**config.mk**
```make
export PLATFORM = sky130hd
export DESIGN_NAME = card_shoe_datapath
export DESIGN_NICKNAME = d
export VERILOG_FILES = /design/src/rtl/card_shoe_datapath.sv
export SDC_FILE = /design/constraint.sdc
export NUM_CORES = 1
export LEC_CHECK = 0
export CORE_MARGIN = 2
export CORE_UTILIZATION = 61
export DETAILED_ROUTE_END_ITERATION = 7
export PLACE_DENSITY_LB_ADDON = 0.1
export SLEW_MARGIN = 15
export SYNTH_ARGS = -nofsm -noshare
export SYNTH_HDL_FRONTEND = slang
export SYNTH_SLANG_ARGS = --single-unit
export TNS_END_PERCENT = 50
```
**constraint.sdc**
```tcl
create_clock -name slow_clock -period 10.9 [get_ports slow_clock]
set_clock_uncertainty 0.05 [all_clocks]
set_input_delay 3.27 -clock slow_clock [delete_from_list [all_inputs] [get_ports slow_clock]]
set_output_delay 3.27 -clock slow_clock [all_outputs]
set_load 0.05 [all_outputs]
```
**src/rtl/card_shoe_datapath.sv**
```systemverilog
// card_shoe_datapath: card registers, finite shoe and hand scoring for the
// baccarat round controller. Each load_* strobe captures one card from a
// shoe of DECKS decks. An exhausted rank is replaced by the next rank that
// still has copies, wrapping from K back to A.
module card_shoe_datapath #(
  parameter int DECKS = 1
) (
  input  logic                              slow_clock,
  input  logic                              reset,
  input  logic [3:0]                        new_card,
  input  logic                              load_pcard1,
  input  logic                              load_pcard2,
  input  logic                              load_pcard3,
  input  logic                              load_dcard1,
  input  logic                              load_dcard2,
  input  logic                              load_dcard3,
  input  logic                              clear_hand,
  input  logic                              reshuffle,
  output logic [3:0]                        pcard1,
  output logic [3:0]                        pcard2,
  output logic [3:0]                        pcard3,
  output logic [3:0]                        dcard1,
  output logic [3:0]                        dcard2,
  output logic [3:0]                        dcard3,
  output logic [3:0]                        pscore,
  output logic [3:0]                        dscore,
  output logic [$clog2(52*DECKS+1)-1:0]     cards_left,
  output logic                              shoe_empty,
  output logic                              multi_load_err
);

  localparam int CLW = $clog2(52*DECKS+1);
  localparam int CW  = $clog2(4*DECKS+1);
  localparam logic [CLW-1:0] SHOE_FULL = CLW'(52*DECKS);
  localparam logic [CW-1:0]  RANK_FULL = CW'(4*DECKS);

  // Remaining copies of each rank; index 0 holds aces, index 12 holds kings.
  logic [CW-1:0] rank_count [13];

  logic [5:0] load_vec;
  logic [5:0] load_sel;
  logic       any_load;
  logic       multi_load;
  logic [3:0] req_idx;
  logic [3:0] chosen_idx;
  logic       chosen_found;
  logic [3:0] chosen_rank;

  // Card value for scoring: 1..9 count face value, ten/court/empty count 0.
  function automatic logic [4:0] card_value(input logic [3:0] r);
    card_value = (r <= 4'd9) ? {1'b0, r} : 5'd0;
  endfunction

  // Sum of three card values reduced modulo 10; the sum never exceeds 27.
  function automatic logic [3:0] hand_score(input logic [3:0] a,
                                            input logic [3:0] b,
                                            input logic [3:0] c);
    logic [4:0] sum;
    logic [4:0] red;
    sum = card_value(a) + card_value(b) + card_value(c);
    if (sum >= 5'd20)
      red = sum - 5'd20;
    else if (sum >= 5'd10)
      red = sum - 5'd10;
    else
      red = sum;
    hand_score = red[3:0];
  endfunction

  // Strobe decode: bit 0 (pcard1) has the highest priority, so isolating the
  // lowest set bit selects the single slot that actually loads.
  always_comb begin
    load_vec   = {load_dcard3, load_dcard2, load_dcard1,
                  load_pcard3, load_pcard2, load_pcard1};
    load_sel   = load_vec & (~load_vec + 6'd1);
    any_load   = (load_vec != 6'd0);
    multi_load = ((load_vec & (load_vec - 6'd1)) != 6'd0);
  end

  // Rank selection: out-of-range requests become aces, then walk upward from
  // the requested rank with wraparound until a rank with copies left is found.
  always_comb begin
    logic [4:0] cand;
    req_idx      = ((new_card == 4'd0) || (new_card > 4'd13)) ? 4'd0 : (new_card - 4'd1);
    chosen_idx   = 4'd0;
    chosen_found = 1'b0;
    cand         = 5'd0;
    for (int i = 0; i < 13; i++) begin
      cand = {1'b0, req_idx} + 5'(i);
      if (cand >= 5'd13)
        cand = cand - 5'd13;
      if (!chosen_found && (rank_count[cand[3:0]] != '0)) begin
        chosen_found = 1'b1;
        chosen_idx   = cand[3:0];
      end
    end
    chosen_rank = chosen_found ? (chosen_idx + 4'd1) : 4'd0;
  end

  // Shoe and card state: reshuffle/clear_hand take precedence over loads,
  // and a load draws exactly one card (or stores 0 once the shoe is empty).
  always_ff @(posedge slow_clock or posedge reset) begin
    if (reset) begin
      pcard1         <= 4'd0;
      pcard2         <= 4'd0;
      pcard3         <= 4'd0;
      dcard1         <= 4'd0;
      dcard2         <= 4'd0;
      dcard3         <= 4'd0;
      cards_left     <= SHOE_FULL;
      multi_load_err <= 1'b0;
      for (int i = 0; i < 13; i++)
        rank_count[i] <= RANK_FULL;
    end else begin
      if (multi_load)
        multi_load_err <= 1'b1;
      if (reshuffle || clear_hand) begin
        if (reshuffle) begin
          cards_left <= SHOE_FULL;
          for (int i = 0; i < 13; i++)
            rank_count[i] <= RANK_FULL;
        end
        if (clear_hand) begin
          pcard1 <= 4'd0;
          pcard2 <= 4'd0;
          pcard3 <= 4'd0;
          dcard1 <= 4'd0;
          dcard2 <= 4'd0;
          dcard3 <= 4'd0;
        end
      end else if (any_load) begin
        if (load_sel[0]) pcard1 <= chosen_rank;
        if (load_sel[1]) pcard2 <= chosen_rank;
        if (load_sel[2]) pcard3 <= chosen_rank;
        if (load_sel[3]) dcard1 <= chosen_rank;
        if (load_sel[4]) dcard2 <= chosen_rank;
        if (load_sel[5]) dcard3 <= chosen_rank;
        if (chosen_found) begin
          rank_count[chosen_idx] <= rank_count[chosen_idx] - CW'(1);
          cards_left             <= cards_left - CLW'(1);
        end
      end
    end
  end

  // Scores and the empty flag are pure functions of the registered state.
  always_comb begin
    pscore     = hand_score(pcard1, pcard2, pcard3);
    dscore     = hand_score(dcard1, dcard2, dcard3);
    shoe_empty = (cards_left == '0);
  end

endmodule
```
### Word level (Yosys, flattened, before mapping)

Index checks and enable logic that the tools add are counted.

* register bits after elaboration: 70
* input bits: 14
* logic and storage cells: 300

* add/subtract/negate cells: 39
* $lt $le $gt $ge: 39
* equal/unequal tests: 2
* multiplexer cells: 123
* bitwise gates (word level): 17
* reduce and logical (&&, ||, !) cells: 59

Operators by type and width (number)
* two-way mux 4 bit: 57
* binary-select mux 3 bit (select 4 bit): 14
* two-way mux 39 bit: 4
* two-way mux 3 bit: 29
* >= comparator 5 bit, second input constant: 16
* >= comparator 5 x 4 -> 1 bit, second input constant: 14
* inverter 4 -> 5 bit: 14
* subtractor 4 bit, second input constant: 15
* bitwise mux 39 bit: 1
* nonzero test 3 bit: 13
* adder 4 x 4 -> 5 bit, second input constant: 5
* less-or-equal comparator 4 bit, second input constant: 6
* two-way mux 6 bit: 4
* AND reduction 3 bit: 7
* adder 4 x 3 -> 5 bit, second input constant: 4
* nonzero test 2 bit: 8
* logical AND 1 bit: 13
* two-way mux 1 bit: 13
* bitwise AND 6 bit: 2
* demux 3 bit (select 4 bit): 1
* logical NOT 1 bit: 12
* nonzero test 6 bit: 2
* subtractor 6 x 1 -> 6 bit, second input constant: 2
* adder 4 x 2 -> 5 bit, second input constant: 2
* other kinds (16): 21

### Longest topological paths before layout

Gate-level depths: netlist (run 1).

* depth after elaboration: 56
* gate-level depth with buffers: 39
* gate-level depth less buffers: 29

### Worst setup path before layout (run 1)

OpenSTA, ideal clock, no wires.

* kind: input to register
* start: in new_card[2]
* end: reg rank_count[2] in the netlist's numbering
* setup time: 93 ps
* arrival time: 10368 ps
* path slack: 388 ps
* stages on the path: 39
* path buffers: 10
* cells stage by stage: buf_4 buf_2 inv_1 ha_1 buf_2 nor3b_2 a21oi_4 buf_2 inv_1 clkbuf_1 ha_1 clkbuf_1 inv_1 ha_1 inv_1 a2111oi_4 o31ai_1 and2_1 [... 3 more ...] a32oi_1 or3_1 buf_2 nand2b_2 or3_1 nand3_2 nand2_2 buf_4 mux2i_1 mux2_2 o21ai_0 mux2i_1 ha_1 inv_1 clkbuf_1 nand2_1 nor2_1 a221oi_2

* longest elaborated chain between the ends: 56
* elaborated cells on any way between the ends: 187
* classes of those cells: add/sub (27); order compare (16); mux (88); bitwise (14); reduce/logical (42)

Ends and longest elaborated chain
* start: declaration: line 10 `input logic [3:0] new_card,`
* > comparator 4 bit / logical NOT 4 bit (equally long branches): line 84 `req_idx = ((new_card == 4'd0) || (new_card > 4'd13)) ? 4'd0 : (new_card - 4'd1);`
* logical OR 1 bit: line 84
* two-way mux 4 bit (*): line 84
* parallel branches: the longest is 53 deep, another holds adder 4 x 1 -> 5 bit
* end signal: indexed assignment: line 139 `rank_count[chosen_idx] <= rank_count[chosen_idx] - CW'(1);`
* end: declaration: line 38 `logic [CW-1:0] rank_count [13];`

Mark *: on every way between the ends. The select of a mux whose other input is x is not followed.
A chain may end at the register's enable or synchronous reset.

### Worst setup path after layout (run 1)

* start: in new_card[0]
* end: reg rank_count[2] in the netlist's numbering

Same word-level chain as after synthesis.

==> results of run 1 <==
## power by group
part,total [mW],leakage (nW),internal [mW],switching (mW)
Combinational,1.98,3.96,0.673,1.31
Clock,0.338,0.163,0.223,0.114
Sequential,0.369,0.903,0.310,0.0595
## layout make-up
cell class              instances  area [sq um]
clock buffers                  10           229
clock inverters                 6           111
fillers                      1567          5780
inverters                      50           190
multi-input cells            1258          9110
flip-flops and latches         70          1770
well taps                     234           293
repair buffers                127          1090
## worst min path at each step
stage                   start  slack [ns]  depth (start not counted)        endpoint
3_5_place_dp   multi_load_err        0.44                          2  multi_load_err
4_1_cts        multi_load_err        0.46                          2  multi_load_err
5_1_grt        multi_load_err        0.48                          2  multi_load_err
6_report       multi_load_err        0.46                          2  multi_load_err
3_3_place_gp   multi_load_err        0.43                          2  multi_load_err
2_1_floorplan  rank_count[11]        0.43                          2  rank_count[11]
## placed cells by master (no fill, tap or decap), types with 8 or more instances in the layout
cell,count
a211oi_1,26
fa_1,10
clkbuf_16,9
clkdlybuf4s50_1,53
a22oi_1,8
nand2_1,110
dfstp_2,16
and3_1,12
nand3_1,66
mux4_2,9
nor2b_1,24
mux2i_1,65
nor4_1,23
and2_1,21
xnor2_1,24
o31ai_1,37
mux2_2,21
a211o_1,8
o22ai_1,9
ha_1,39
dfrtp_1,54
a311oi_1,11
nor3_2,10
or3_1,30
nor3_1,59
a221oi_1,8
nand2b_1,23
a22o_1,19
nor3b_1,16
o21ai_1,12
a21o_1,23
buf_4,73
nor2_1,103
o211ai_1,28
inv_1,42
a21oi_1,85
a31oi_1,36
o21ai_0,79
## worst register-to-register path, delay by kind of cell (launching register included)
kind / cells / cell delay, ns
AOI/OAI and AO/OA: 6 / 1.67
adders and majority gates: 1 / 0.23
buffers and inverters: 2 / 0.51
DFF: 1 / 0.45
muxes: 3 / 0.62
and+or+nand+nor: 10 / 3.14
## per-layer routing
metal,up-vias,wire length (um),global-route usage
met5,-,16,0
met4,2,2320,0.155
met3,239,6730,0.120
met2,1081,18100,0.634
met1,6199,17700,0.635
li1,5790,-,-
## per-stage QoR
step | hold WS [ns] | setup TNS, ns | setup slack (ns) | cell area (sq um) | power (mW)
finish | 0.456 | 0 | 0.263 | 12800 | 2.69
CTS | 0.458 | 0 | 0.0968 | 12700 | 2.60
global placement | 0.431 | -0.612 | -0.111 | 12300 | 2.22
detailed placement | 0.437 | -2.42 | -0.326 | 12300 | 2.26
global route | 0.484 | 0 | 0.00492 | 12800 | 2.82
floorplan | 0.433 | 0 | 0.388 | 11500 | 1.71
## registers in the layout, indices dropped and copies added, names as in the netlist
name,cells
dcard1,4
dcard3,4
cards_left,6
pcard3,4
multi_load_err,1
pcard1,4
pcard2,4
rank_count,39
dcard2,4
## repair_timing
item / 4_1_cts / 5_1_grt
setup buffers: 0 / 2
resized for setup: 1 / 27
cloned: 0 / 0
setup endpoints to repair: 1 / 36
endpoints found under the hold margin: 0 / 0
pin swaps: 0 / 3
## kinds of logic (layout without fill, tap and decap cells)
logic type / count (synthesis) / count (layout)
muxes: 98 / 98
adders and majority gates: 54 / 54
AOI/OAI and AO/OA: 523 / 523
buffers and inverters: 159 / 193
xor gates and xnor gates: 32 / 32
DFF: 70 / 70
and+or+nand+nor: 551 / 551
==> out/summary.md, run 1 <==
- **result of the run** finished clean
- **synthesized cell area** 11,500 sq um
- **Synth async-reset ratio** 1.00
- **sort of element at the end of the critical path** register
- **top-level port count** 54
- **number of search-and-repair iterations in the first detailed-routing pass** 6
- **Core Box Area** 18,600 sq um
- **Post-synth EDFFs** 0
- **largest buffer count on any clock path** 2
- **initial cell density of the core** 0.617
- **total number of cells along the worst setup path** 28
- **portion of the post-synthesis area used by sequential elements** 0.155
- **clock latency at the later pin of the worst-skew pair** 0.34 ns
- **post-synthesis share of cell area spent on xor and xnor gates** 0.0258
- **most used standard cell by instance count after synthesis** nand2_1
- **Buffers on Ports** 53
- **Req. time, crit path** 11.10 ns
- **type of the setup path with the least slack** in2reg
- **category of the worst setup path launch point** input port
- **largest net degree at the start of global routing** 71
- **dominant cell type by count on the critical path** mux2i_1
- **antenna diode instance count** 0
- **number of routed nets with antenna violations** 0
- **gate count after technology mapping** 1,487
- **number of warnings issued by yosys** 0
- **min cycle time layout** 10.64 ns
- **count of unique library cells instantiated by Yosys** 120
- **routed length per placed instance** 25.6 um
- **leakage power of the design** 5.03 nW
- **post-layout utilization of the core** 0.689
- **vias in the first global route** 12,000
- **setup violators final** 0
- **slowest cell delay on critical path** 0.56 ns
- **slowest cell on the critical path** mux2i_1
- **dominant cell type by area after synthesis** dfrtp_1
- **maximum clock rate** 94.0 MHz
- **Clock H-tree levels** 3
- **RR Startpoint** rank_count[22]
- **total via count after detailed routing** 13,300
- **critical path launch point** new_card[0]
- **clock tree from TritonCTS** done
- **number of hold violations in the final report** 0
- **Detailed Place HPWL** 33.2 mm
- **maximum resistive drop on vdd** 0.000121 V
- **number of placement rows** 50
- **simple-gate share of the synthesized area** 0.259
- **hold-fix buffer count after cts** 0
- **Final Instance Count excl. Fillers** 1,755
- **classification of the worst-slack hold path** reg2reg
- **data arrival time of the critical path** 10.84 ns
- **dpl cells** 1,737
- **largest cells by area after synthesis** dfrtp_1, mux2i_1, ha_1, a21oi_1, dfstp_2
- **die extent in x** 141 um
- **die height** 141 um
- **area fraction in compound gates after synthesis** 0.335
- **Synth Area in Adders** 0.0653
- **setup slack, reg-to-reg** 4.14 ns
- **Worst Tran Pin Value** 1.27 ns
- **GR Overflow Total** 0
- **dominant delay contributor by cell family on the critical path** compound AO/OA/AOI/OAI gates
- **area of the die** 19,900 sq um
- **NumNets Final** 1,583
- **worst relative slew slack** 0.146
- **Setup crit end** rank_count[2]
- **most instantiated cells after synthesis** nand2_1, nor2_1, a21oi_1
- **wire length after detailed routing** 44.9 mm
- **clock root buffer** clkbuf_16
- **post-synthesis net count** 1,554
- **clk slew on worst S/H paths** 0.06 ns
- **number of maximum-capacitance constraint violations** 0
- **ratio of total power to cell area** 210 nW/um^2
- **total routing usage reported by global routing** 0.441
- **Area Growth Syn to Fin** 11.6%
- **placer's final routability congestion estimate** 1.06
- **Crit Path Max Fanout** 14
- **Vias per Instance** 7.58
- **average cell area after synthesis** 7.71 sq um
- **Num CTS Buffers** 9
- **CP bufs+invs** 7
- **number of DRC markers after the initial detailed-route iteration** 2,254
- **fraction of layout cells with a size suffix above 1** 0.156
- **max-slew violation count** 0
- **ys flop type** dfrtp_1
- **fraction of synthesized area in multiplexers** 0.0989
- **Worst R2R End** rank_count[2]
- **antenna violations before repair** 2
- **setup repair after global routing missed its margin** false
- **depth of the worst register-to-register path** 22
- **area share of the largest cell type after synthesis** 0.118
- **portion of the clock cycle consumed by the worst path in the final layout** 0.976
- **synthesized flop and latch total** 70
- **largest family of logic cells by synthesized area** compound AO/OA/AOI/OAI gates
- **clock sink total** 70
- **global-route wire length before repair** 69.5 mm
- **DRC** 0
No activity file was read; power rests on OpenSTA's default activity.
==> inputs of run 2 (changes only) <==
Settings changed: GPL_ROUTABILITY_DRIVEN set to 0.
==> run 2 against run 1 <==
  * Combinational power down 2%
  * Utilization down 0.061 points
  * Clock power down 5%
==> out/summary.md, run 2 (synthesized netlist as in run 1, its figures left out) <==
- **tightest hold margin** 0.446 ns, was 0.456 ns
- **largest buffer count on any clock path** 2, unchanged
- **result of the run** finished clean, unchanged
- **ratio of total power to cell area** 205 nW/um^2, was 210 nW/um^2
- **Clock H-tree levels** 3, unchanged
- **number of DRC markers after the initial detailed-route iteration** 2,077, was 2,254
- **clock sink total** 70, unchanged
- **leading registers by flop count** rank_count x39, cards_left x6, unchanged
- **Seq. cell area** 1770 sq um, unchanged
- **leakage power of the design** 5.04 nW, was 5.03 nW
- **global-route wire length before repair** 66.4 mm, was 69.5 mm
- **DRC** 0, unchanged
- **antenna violations before repair** 0, was 2
- **top-level port count** 54, unchanged
- **classification of the worst-slack hold path** reg2reg, unchanged
- **flip-flop count of the largest register after layout** 39, unchanged
- **maximum clock rate** 94.1 MHz, was 94.0 MHz
- **total routing usage reported by global routing** 0.419, was 0.441
- **most frequent standard cell in the layout excluding fill and tap cells** nand2_1, unchanged
- **fraction of layout cells with a size suffix above 1** 0.154, was 0.156
- **maximum resistive drop on vdd** 0.000134 V, was 0.000121 V
- **routed length per placed instance** 24.2 um, was 25.6 um
- **slowest cell delay on critical path** 0.56 ns, about the same
- **number of maximum-capacitance constraint violations** 0, unchanged
- **register with the most flip-flops** rank_count, unchanged
- **data arrival time of the critical path** 10.83 ns, was 10.84 ns
- **Post-Layout Inst Area** 12,800 sq um, about the same
- **min cycle time layout** 10.62 ns, was 10.64 ns
- **die extent in x** 141 um, unchanged
- **number of placement rows** 50, unchanged
- **area of the die** 19,900 sq um, unchanged
- **category of the worst setup path launch point** input port, unchanged
- **Req. time, crit path** 11.11 ns, was 11.10 ns
- **total via count after detailed routing** 13,200, was 13,300
- **setup violators final** 0, unchanged
- **total cell area at the placement stage** 12,400 sq um, was 12,300 sq um
- **Worst Tran Pin Value** 0.992 ns, was 1.27 ns
- **worst relative slew slack** 0.338, was 0.146
- **Area Growth Syn to Fin** 11.5%, was 11.6%
- **Num CTS Buffers** 9, unchanged
- **number of routed nets with antenna violations** 0, unchanged
- **most frequent cells in the layout** nand2_1, nor2_1, a21oi_1, o21ai_0, buf_4, unchanged
- **vias in the first global route** 12,000, about the same
- **Core Box Area** 18,600 sq um, unchanged
- **Buffers on Ports** 53, unchanged
- **max-slew violation count** 0, unchanged
- **largest net degree at the start of global routing** 71, unchanged
- **sort of element at the end of the critical path** register, unchanged
- **die height** 141 um, unchanged
- **post-layout utilization of the core** 0.688, was 0.689
- **number of search-and-repair iterations in the first detailed-routing pass** 7, was 6
- **Vias per Instance** 7.48, was 7.58
- **portion of the clock cycle consumed by the worst path in the final layout** 0.975, was 0.976
- **clk slew on worst S/H paths** 0.06 ns, about the same
- **antenna diode instance count** 0, unchanged
- **setup_tns** 0 ns, unchanged
- **GR Overflow Total** 0, unchanged
- **slowest cell on the critical path** nor4_4, was mux2i_1
- **Crit Path Max Fanout** 18, was 14
- **initial cell density of the core** 0.617, unchanged
- **number of hold violations in the final report** 0, unchanged
- **Detailed Place HPWL** 31.6 mm, was 33.2 mm
- **multi-input logic area** 9070 sq um, was 9110 sq um
- **NumNets Final** 1,589, was 1,583
- **type of the setup path with the least slack** in2reg, unchanged
- **clock root buffer** clkbuf_16, unchanged
- **clock latency at the later pin of the worst-skew pair** 0.34 ns, about the same
- **wire length after detailed routing** 42.6 mm, was 44.9 mm
- **clock tree from TritonCTS** done, unchanged
- **total of fill cells in the finished design** 1,551, was 1,567
## run 2: cell types whose count changed in the layout (fill, tap and decap cells not counted), moves of 2 or more
cell | before | now
xnor2_2 | 4 | 2
clkinv_4 | 1 | 3
buf_4 | 73 | 79
nor4_2 | 2 | 0
ha_2 | 4 | 2
ha_1 | 39 | 41
xnor2_1 | 24 | 26
## run 2: power breakdown
group	leakage, nW	internal (mW)	switching (mW)	total (mW)
clock	0.157	0.202	0.118	0.320
combinational	3.98	0.668	1.27	1.94
sequential	0.903	0.310	0.0595	0.369
total	5.04	1.18	1.45	2.63
## run 2: path summary, 6_finish.rpt
path                                  endpoint            from  cells after the start  slack (ns)
worst max-delay path             rank_count[2]     new_card[0]                     30        0.28
worst min-delay path            multi_load_err  multi_load_err                      2        0.45
worst max register to register   rank_count[2]  rank_count[18]                     21        4.48
worst min register to register  multi_load_err  multi_load_err                      2        0.45
max in group asynchronous       rank_count[22]           reset                      3        6.74
min in group asynchronous            pcard2[2]           reset                      3        3.46
## run 2: worst max-delay path: cells and delay by family
kind                       cells  cell delay [ns]
adders and majority gates      3             0.79
AOI/OAI and AO/OA              7             1.41
muxes                          4             0.92
and+or+nand+nor               10             2.96
buffers and inverters          6             1.47
## run 2: per-layer routing
layer	up-vias	wire length [um]	track usage
met5	-	38	0.0301
met4	2	2050	0.154
met3	224	6570	0.137
met2	1030	17500	0.606
met1	6103	16500	0.582
li1	5817	-	-
## run 2: metrics by stage
stage	setup WS [ns]	total power, mW	std cells
final	0.277	2.63	1761
after global routing	-0.0400	2.76	1761
after CTS	0.262	2.55	1758
after detailed placement	-0.0843	2.22	1742
after global placement	0.0801	2.20	1742
after floorplan	0.388	1.71	1487
## run 2: layout make-up
| type | count | area share |
|---|---|---|
| clock buffer | 10 | 0.0179 |
| clock inverter | 6 | 0.00744 |
| inverter | 50 | 0.0147 |
| multi-input combinational | 1258 | 0.709 |
| sequential | 70 | 0.139 |
| tap | 234 | 0.0229 |
| timing repair buffer | 133 | 0.0894 |
## run 2: repair_timing
action                     in CTS  in global routing
setup endpoints to repair       0                 28
setup buffers                   0                  3
gates resized for setup         0                 14
hold buffers                    0                  0
